$ cat config.mk
export PLATFORM = sky130hd
export DESIGN_NAME = sid_regfile
export DESIGN_NICKNAME = d
export VERILOG_FILES = /design/src/rtl/sid_pkg.sv /design/src/rtl/sid_bus_latch.sv /design/src/rtl/sid_regfile.sv
export SDC_FILE = /design/constraint.sdc
export NUM_CORES = 1
export LEC_CHECK = 0
export CAP_MARGIN = 20
export CORE_MARGIN = 2
export CORE_UTILIZATION = 51
export DETAILED_ROUTE_END_ITERATION = 8
export HOLD_SLACK_MARGIN = 0.05
export PLACE_DENSITY = 0.95
export SLEW_MARGIN = 10
export SYNTH_ARGS = -nofsm -noshare
export SYNTH_HDL_FRONTEND = slang
export SYNTH_SLANG_ARGS = --single-unit
$ cat constraint.sdc
create_clock -name clock -period 1.1 [get_ports clock]
set_input_delay 0.165 -clock clock [delete_from_list [all_inputs] [get_ports clock]]
set_output_delay 0.165 -clock clock [all_outputs]
set_load 0.01 [all_outputs]
$ cat src/rtl/sid_pkg.sv
// Shared register map and bus-decay constants for the SID register file.
package sid_pkg;

    localparam int unsigned SID_DATA_W     = 8;
    localparam int unsigned SID_ADDR_W     = 5;
    localparam int unsigned SID_NUM_REGS   = 25;
    localparam int unsigned SID_NUM_VOICES = 3;
    localparam int unsigned SID_VOICE_STRIDE = 7;
    localparam int unsigned SID_DECAY_W    = 14;

    // Voice 0 register addresses; voices 1 and 2 follow at SID_VOICE_STRIDE.
    localparam logic [SID_ADDR_W-1:0] SID_FREQ_LO  = 5'h00;
    localparam logic [SID_ADDR_W-1:0] SID_FREQ_HI  = 5'h01;
    localparam logic [SID_ADDR_W-1:0] SID_PW_LO    = 5'h02;
    localparam logic [SID_ADDR_W-1:0] SID_PW_HI    = 5'h03;
    localparam logic [SID_ADDR_W-1:0] SID_CTRL     = 5'h04;
    localparam logic [SID_ADDR_W-1:0] SID_ATT_DEC  = 5'h05;
    localparam logic [SID_ADDR_W-1:0] SID_SUS_REL  = 5'h06;
    localparam logic [SID_ADDR_W-1:0] SID_FC_LO    = 5'h15;
    localparam logic [SID_ADDR_W-1:0] SID_FC_HI    = 5'h16;
    localparam logic [SID_ADDR_W-1:0] SID_RES_FILT = 5'h17;
    localparam logic [SID_ADDR_W-1:0] SID_MODE_VOL = 5'h18;
    localparam logic [SID_ADDR_W-1:0] SID_POT_X    = 5'h19;
    localparam logic [SID_ADDR_W-1:0] SID_POT_Y    = 5'h1A;
    localparam logic [SID_ADDR_W-1:0] SID_OSC3     = 5'h1B;
    localparam logic [SID_ADDR_W-1:0] SID_ENV3     = 5'h1C;

    // Bus latch clears once the counter reaches this value.
    localparam logic [SID_DECAY_W-1:0] SID_DECAY_LIMIT = 14'h2000;

endpackage : sid_pkg

$ cat src/rtl/sid_bus_latch.sv
// Data-bus latch: captures every write; optional decay clears it after
// SID_DECAY_LIMIT ce_1m ticks without a write (macro SID_BUS_DECAY_EN).
// Ports: i_clk, i_rst_n (async active-low), i_ce_1m tick, i_wr write strobe,
//        i_wr_data write data, o_latch latched bus value.
module sid_bus_latch
    import sid_pkg::*;
(
    input  logic                  i_clk,
    input  logic                  i_rst_n,
    input  logic                  i_ce_1m,
    input  logic                  i_wr,
    input  logic [SID_DATA_W-1:0] i_wr_data,
    output logic [SID_DATA_W-1:0] o_latch
);

    logic [SID_DATA_W-1:0] r_latch;

`ifdef SID_BUS_DECAY_EN
    logic [SID_DECAY_W-1:0] r_count;
    logic                   w_tick;
    logic                   w_expire;

    // Count only while something is latched; stop once saturated.
    assign w_tick   = i_ce_1m && (r_latch != '0) && (r_count != SID_DECAY_LIMIT);
    assign w_expire = w_tick && (r_count == SID_DECAY_LIMIT - SID_DECAY_W'(1));

    // A write takes priority over a simultaneous expiry.
    always_ff @(posedge i_clk or negedge i_rst_n) begin
        if (!i_rst_n) begin
            r_latch <= '0;
            r_count <= '0;
        end else if (i_wr) begin
            r_latch <= i_wr_data;
            r_count <= '0;
        end else if (w_tick) begin
            r_count <= r_count + SID_DECAY_W'(1);
            if (w_expire) begin
                r_latch <= '0;
            end
        end
    end
`else
    logic w_unused_ce;
    assign w_unused_ce = i_ce_1m;

    // Latch holds the last written value indefinitely.
    always_ff @(posedge i_clk or negedge i_rst_n) begin
        if (!i_rst_n) begin
            r_latch <= '0;
        end else if (i_wr) begin
            r_latch <= i_wr_data;
        end
    end
`endif

    assign o_latch = r_latch;

endmodule : sid_bus_latch

$ cat src/rtl/sid_regfile.sv
// SID register file: 25 write-only control registers, registered readback of
// paddles / osc3 / env3, and an open-bus latch for all other reads.
// Optional bus decay is enabled with macro SID_BUS_DECAY_EN.
// Ports: clock, reset_n (async active-low), ce_1m, cs/we/addr/data_in bus,
//        data_out read data, per-voice freq/pw/ctrl/att_dec/sus_rel,
//        filter_fc, res_filt, mode_vol, pot_x/pot_y/osc3/env3 read sources.
module sid_regfile
    import sid_pkg::*;
(
    input  logic                  clock,
    input  logic                  reset_n,
    input  logic                  ce_1m,
    input  logic                  cs,
    input  logic                  we,
    input  logic [SID_ADDR_W-1:0] addr,
    input  logic [SID_DATA_W-1:0] data_in,
    output logic [SID_DATA_W-1:0] data_out,
    output logic [15:0]           voice_freq [0:SID_NUM_VOICES-1],
    output logic [11:0]           voice_pw   [0:SID_NUM_VOICES-1],
    output logic [7:0]            voice_ctrl [0:SID_NUM_VOICES-1],
    output logic [7:0]            att_dec    [0:SID_NUM_VOICES-1],
    output logic [7:0]            sus_rel    [0:SID_NUM_VOICES-1],
    output logic [10:0]           filter_fc,
    output logic [7:0]            res_filt,
    output logic [7:0]            mode_vol,
    input  logic [7:0]            pot_x,
    input  logic [7:0]            pot_y,
    input  logic [7:0]            osc3,
    input  logic [7:0]            env3
);

    logic [SID_DATA_W-1:0] r_regs [0:SID_NUM_REGS-1];
    logic [SID_DATA_W-1:0] r_data_out;
    logic [SID_DATA_W-1:0] w_latch;
    logic                  w_wr;
    logic                  w_rd;

    assign w_wr = cs && we;
    assign w_rd = cs && !we;

    // Register array; addresses above SID_MODE_VOL match no entry.
    always_ff @(posedge clock or negedge reset_n) begin
        if (!reset_n) begin
            for (int i = 0; i < SID_NUM_REGS; i++) begin
                r_regs[i] <= '0;
            end
        end else begin
            for (int i = 0; i < SID_NUM_REGS; i++) begin
                if (w_wr && (addr == SID_ADDR_W'(i))) begin
                    r_regs[i] <= data_in;
                end
            end
        end
    end

    // Read sources are sampled on the read edge and held until the next read.
    always_ff @(posedge clock or negedge reset_n) begin
        if (!reset_n) begin
            r_data_out <= '0;
        end else if (w_rd) begin
            case (addr)
                SID_POT_X: r_data_out <= pot_x;
                SID_POT_Y: r_data_out <= pot_y;
                SID_OSC3:  r_data_out <= osc3;
                SID_ENV3:  r_data_out <= env3;
                default:   r_data_out <= w_latch;
            endcase
        end
    end

    sid_bus_latch u_bus_latch (
        .i_clk     (clock),
        .i_rst_n   (reset_n),
        .i_ce_1m   (ce_1m),
        .i_wr      (w_wr),
        .i_wr_data (data_in),
        .o_latch   (w_latch)
    );

    // Per-voice register views; pulse-width hi upper nibble is not exported.
    for (genvar v = 0; v < SID_NUM_VOICES; v++) begin : g_voice
        localparam int unsigned BASE = v * SID_VOICE_STRIDE;
        assign voice_freq[v] = {r_regs[BASE + 32'(SID_FREQ_HI)], r_regs[BASE + 32'(SID_FREQ_LO)]};
        assign voice_pw[v]   = {r_regs[BASE + 32'(SID_PW_HI)][3:0], r_regs[BASE + 32'(SID_PW_LO)]};
        assign voice_ctrl[v] = r_regs[BASE + 32'(SID_CTRL)];
        assign att_dec[v]    = r_regs[BASE + 32'(SID_ATT_DEC)];
        assign sus_rel[v]    = r_regs[BASE + 32'(SID_SUS_REL)];
    end

    assign filter_fc = {r_regs[SID_FC_HI], r_regs[SID_FC_LO][2:0]};
    assign res_filt  = r_regs[SID_RES_FILT];
    assign mode_vol  = r_regs[SID_MODE_VOL];
    assign data_out  = r_data_out;

endmodule : sid_regfile

==> results.sh <==
export IMPL_syn_area_sq_um=7940
export IMPL_track_usage_pct=31.3
export IMPL_post_route_period_util_pct=114
export IMPL_drc=0
export IMPL_finClkSkew_ns=0.00606
export IMPL_fin_cells=1151
export IMPL_clk_path_buf_depth=2
export IMPL_rsz0062_at_grt="true"
export IMPL_finalHoldViolCount=0
export IMPL_syn_instance_count=527
export IMPL_die_h_microns=129
export IMPL_grt_pass1_wl_mm=38.3
export IMPL_peakVddDrop_mv=1.19
export IMPL_grt_max_degree=53
export IMPL_io_pins=241
export IMPL_routed_wl_mm=27.1
export IMPL_final_setup_tns_ns=-15.30
export IMPL_via_per_inst=5.51
export IMPL_cts_root_buf="clkbuf_16"
export IMPL_maxCapViolations=0
export IMPL_start_util_pct=52.2
export IMPL_drive_above_1_share_pct=68.3
export IMPL_placedCellCount=977
export IMPL_post_dp_cell_area_sq_um=11200
export IMPL_finalMaxSlewViolations=0
export IMPL_port_buffers=239
export IMPL_path_class="primary input to flip-flop"
export IMPL_coreArea_sq_um=15200
export IMPL_first_pass_iters=5
export IMPL_cts_tree="yes"
export IMPL_end_kind="flip-flop"
export IMPL_clkTransAtPathRegs_ns=0.07
export IMPL_fin_nets=1000
export IMPL_syn_nets=577
export IMPL_ys_ff_latch=199
export IMPL_failed_checks="negative setup slack"
export IMPL_p_total_mw=20.6
export IMPL_num_antenna_cells=0
export IMPL_area_growth_pct=61.9
export IMPL_fin_ws_ns=-0.152
export IMPL_p_leak_nw=6.70
export IMPL_p_per_area_nw_per_um2=1600
export IMPL_setup_viol=331
export IMPL_fp_dieArea_sq_um=16600
export IMPL_critPathMaxFanout=8
export IMPL_hp_class="primary input to async pin"
export IMPL_htreeDepth=4
export IMPL_grt_remaining_overflow=0
export IMPL_worstMarginPinSlew_ns=0.384
export IMPL_grt_pass1_vias=6577
export IMPL_cts_buffers=17
export IMPL_period_needed_ns=1.25
export IMPL_ys_seq_area_share_pct=62.7
export IMPL_final_cell_mix="dfrtp_1 (199), buf_4 (170), buf_2 (118), mux2_2 (105), mux2_4 (86)"
export IMPL_row_count=45
export IMPL_synth_warning_count=0
export IMPL_cts_sinks=199
export IMPL_relSlewSlack_pct=74.4
export IMPL_ys_types=29
export IMPL_wl_per_cell_microns=23.6
export IMPL_fin_util_pct=84.6
export IMPL_antenna_found_initial=0
export IMPL_pre_cts_ws_ns=-1.15
export IMPL_vias=6337
export IMPL_final_common_cell="dfrtp_1"
export IMPL_fin_hold_ws_ns=0.181
export IMPL_dieWidth_microns=129
export IMPL_antenna_left=0
export IMPL_place_congestion=0.794
export IMPL_drt_iter0_markers=365
export IMPL_cp_required_ns=1.42
export IMPL_avgSynthCellArea_sq_um=15.1
export IMPL_dpl_hpwl_mm=15.9
export IMPL_fmax_mhz=799
export IMPL_final_cell_area_sq_um=12900
export IMPL_arrival_ns=1.57
export IMPL_status="finished, violations left"
export IMPL_clock_latency_ns=0.44
export IMPL_start_kind="primary input"
cell usage after synthesis:
master	n	share of area, %
nor2b_1	3	0.24
nand4_1	1	0.079
dfrtp_1	199	63
nor4bb_1	1	0.13
or4_1	3	0.28
o21ai_0	1	0.063
nor2_4	3	0.43
a21oi_1	24	1.5
o22ai_1	8	0.63
clkbuf_1	22	1.0
mux2i_1	8	1.0
and4_1	1	0.11
nand3_1	3	0.19
buf_4	1	0.095
or3_1	1	0.079
mux2_1	3	0.43
nand3b_1	1	0.095
or4b_1	1	0.13
inv_2	1	0.047
nor3_4	3	0.61
nand2_1	11	0.52
buf_1	3	0.14
nor2_1	11	0.52
nand2b_1	4	0.32
nor4b_2	2	0.38
a211oi_1	8	0.76
mux2_2	188	27
nor2_2	4	0.32
buf_2	8	0.50
registers in the layout, summed over array words and instances (netlist names):
signal and cells:
att_dec 24, data_out 8, filter_fc 11, mode_vol 8
res_filt 8, sus_rel 24, u_bus_latch.o_latch 8, voice_ctrl 24
voice_freq 48, voice_pw 36
where the power goes:
part	switching, mW	internal (mW)	total [mW]
Combinational	2.17	3.17	5.34
Sequential	0.684	8.30	8.99
Clock	2.97	3.32	6.29
worst paths after layout:
kind,from,endpoint,slack [ns],cells past startpoint
worst max-delay path,addr[3],voice_ctrl[22]$_DFFE_PN0P_,-0.15,5
worst min-delay path,reset_n,voice_pw[34]$_DFFE_PN0P_,0.18,2
worst max register to register,voice_pw[34]$_DFFE_PN0P_,voice_pw[34]$_DFFE_PN0P_,0.03,3
worst min register to register,voice_ctrl[9]$_DFFE_PN0P_,voice_ctrl[9]$_DFFE_PN0P_,0.51,1
max in group asynchronous,reset_n,voice_ctrl[15]$_DFFE_PN0P_,0.38,3
min in group clock,we,data_out[7]$_DFFE_PN0P_,0.25,5
layout make-up:
type | count | area, sq um
multi-input cells | 293 | 3360
clock inverters | 13 | 135
fillers | 701 | 2340
well taps | 188 | 235
repair buffers | 438 | 3690
inverters | 1 | 6.26
clock buffers | 19 | 453
flip-flops and latches | 199 | 4980
critical path, stage by stage:
cell and delay, ns:
buf_8 0.10, or4b_4 0.62, nor3_4 0.19, buf_12 0.17, mux2_4 0.32
what timing repair did:
| action | CTS | global route |
|---|---|---|
| gates cloned | 0 | 0 |
| setup endpoints to repair | 382 | 373 |
| resized for setup | 964 | 41 |
| pin swaps | 19 | 11 |
| hold endpoints to repair | 199 | 0 |
| buffers inserted | 84 | 61 |
| hold buffers | 1 | 0 |
kinds of logic after synthesis:
| logic type | after synthesis | synth area share, % |
|---|---|---|
| mux | 199 | 28.1 |
| flops | 199 | 62.7 |
| simple gates | 53 | 4.41 |
| compound gates | 41 | 2.96 |
| buf+inv | 35 | 1.83 |
per-layer routing:
layer	vias up	GRT usage, %	wire (microns)
li1	2726	-	-
met1	3270	37.2	10400
met2	275	55.5	14300
met3	66	7.73	1690
met4	0	11.5	809
met5	-	0	0
Note: power is estimated with default switching activity, not from simulation.
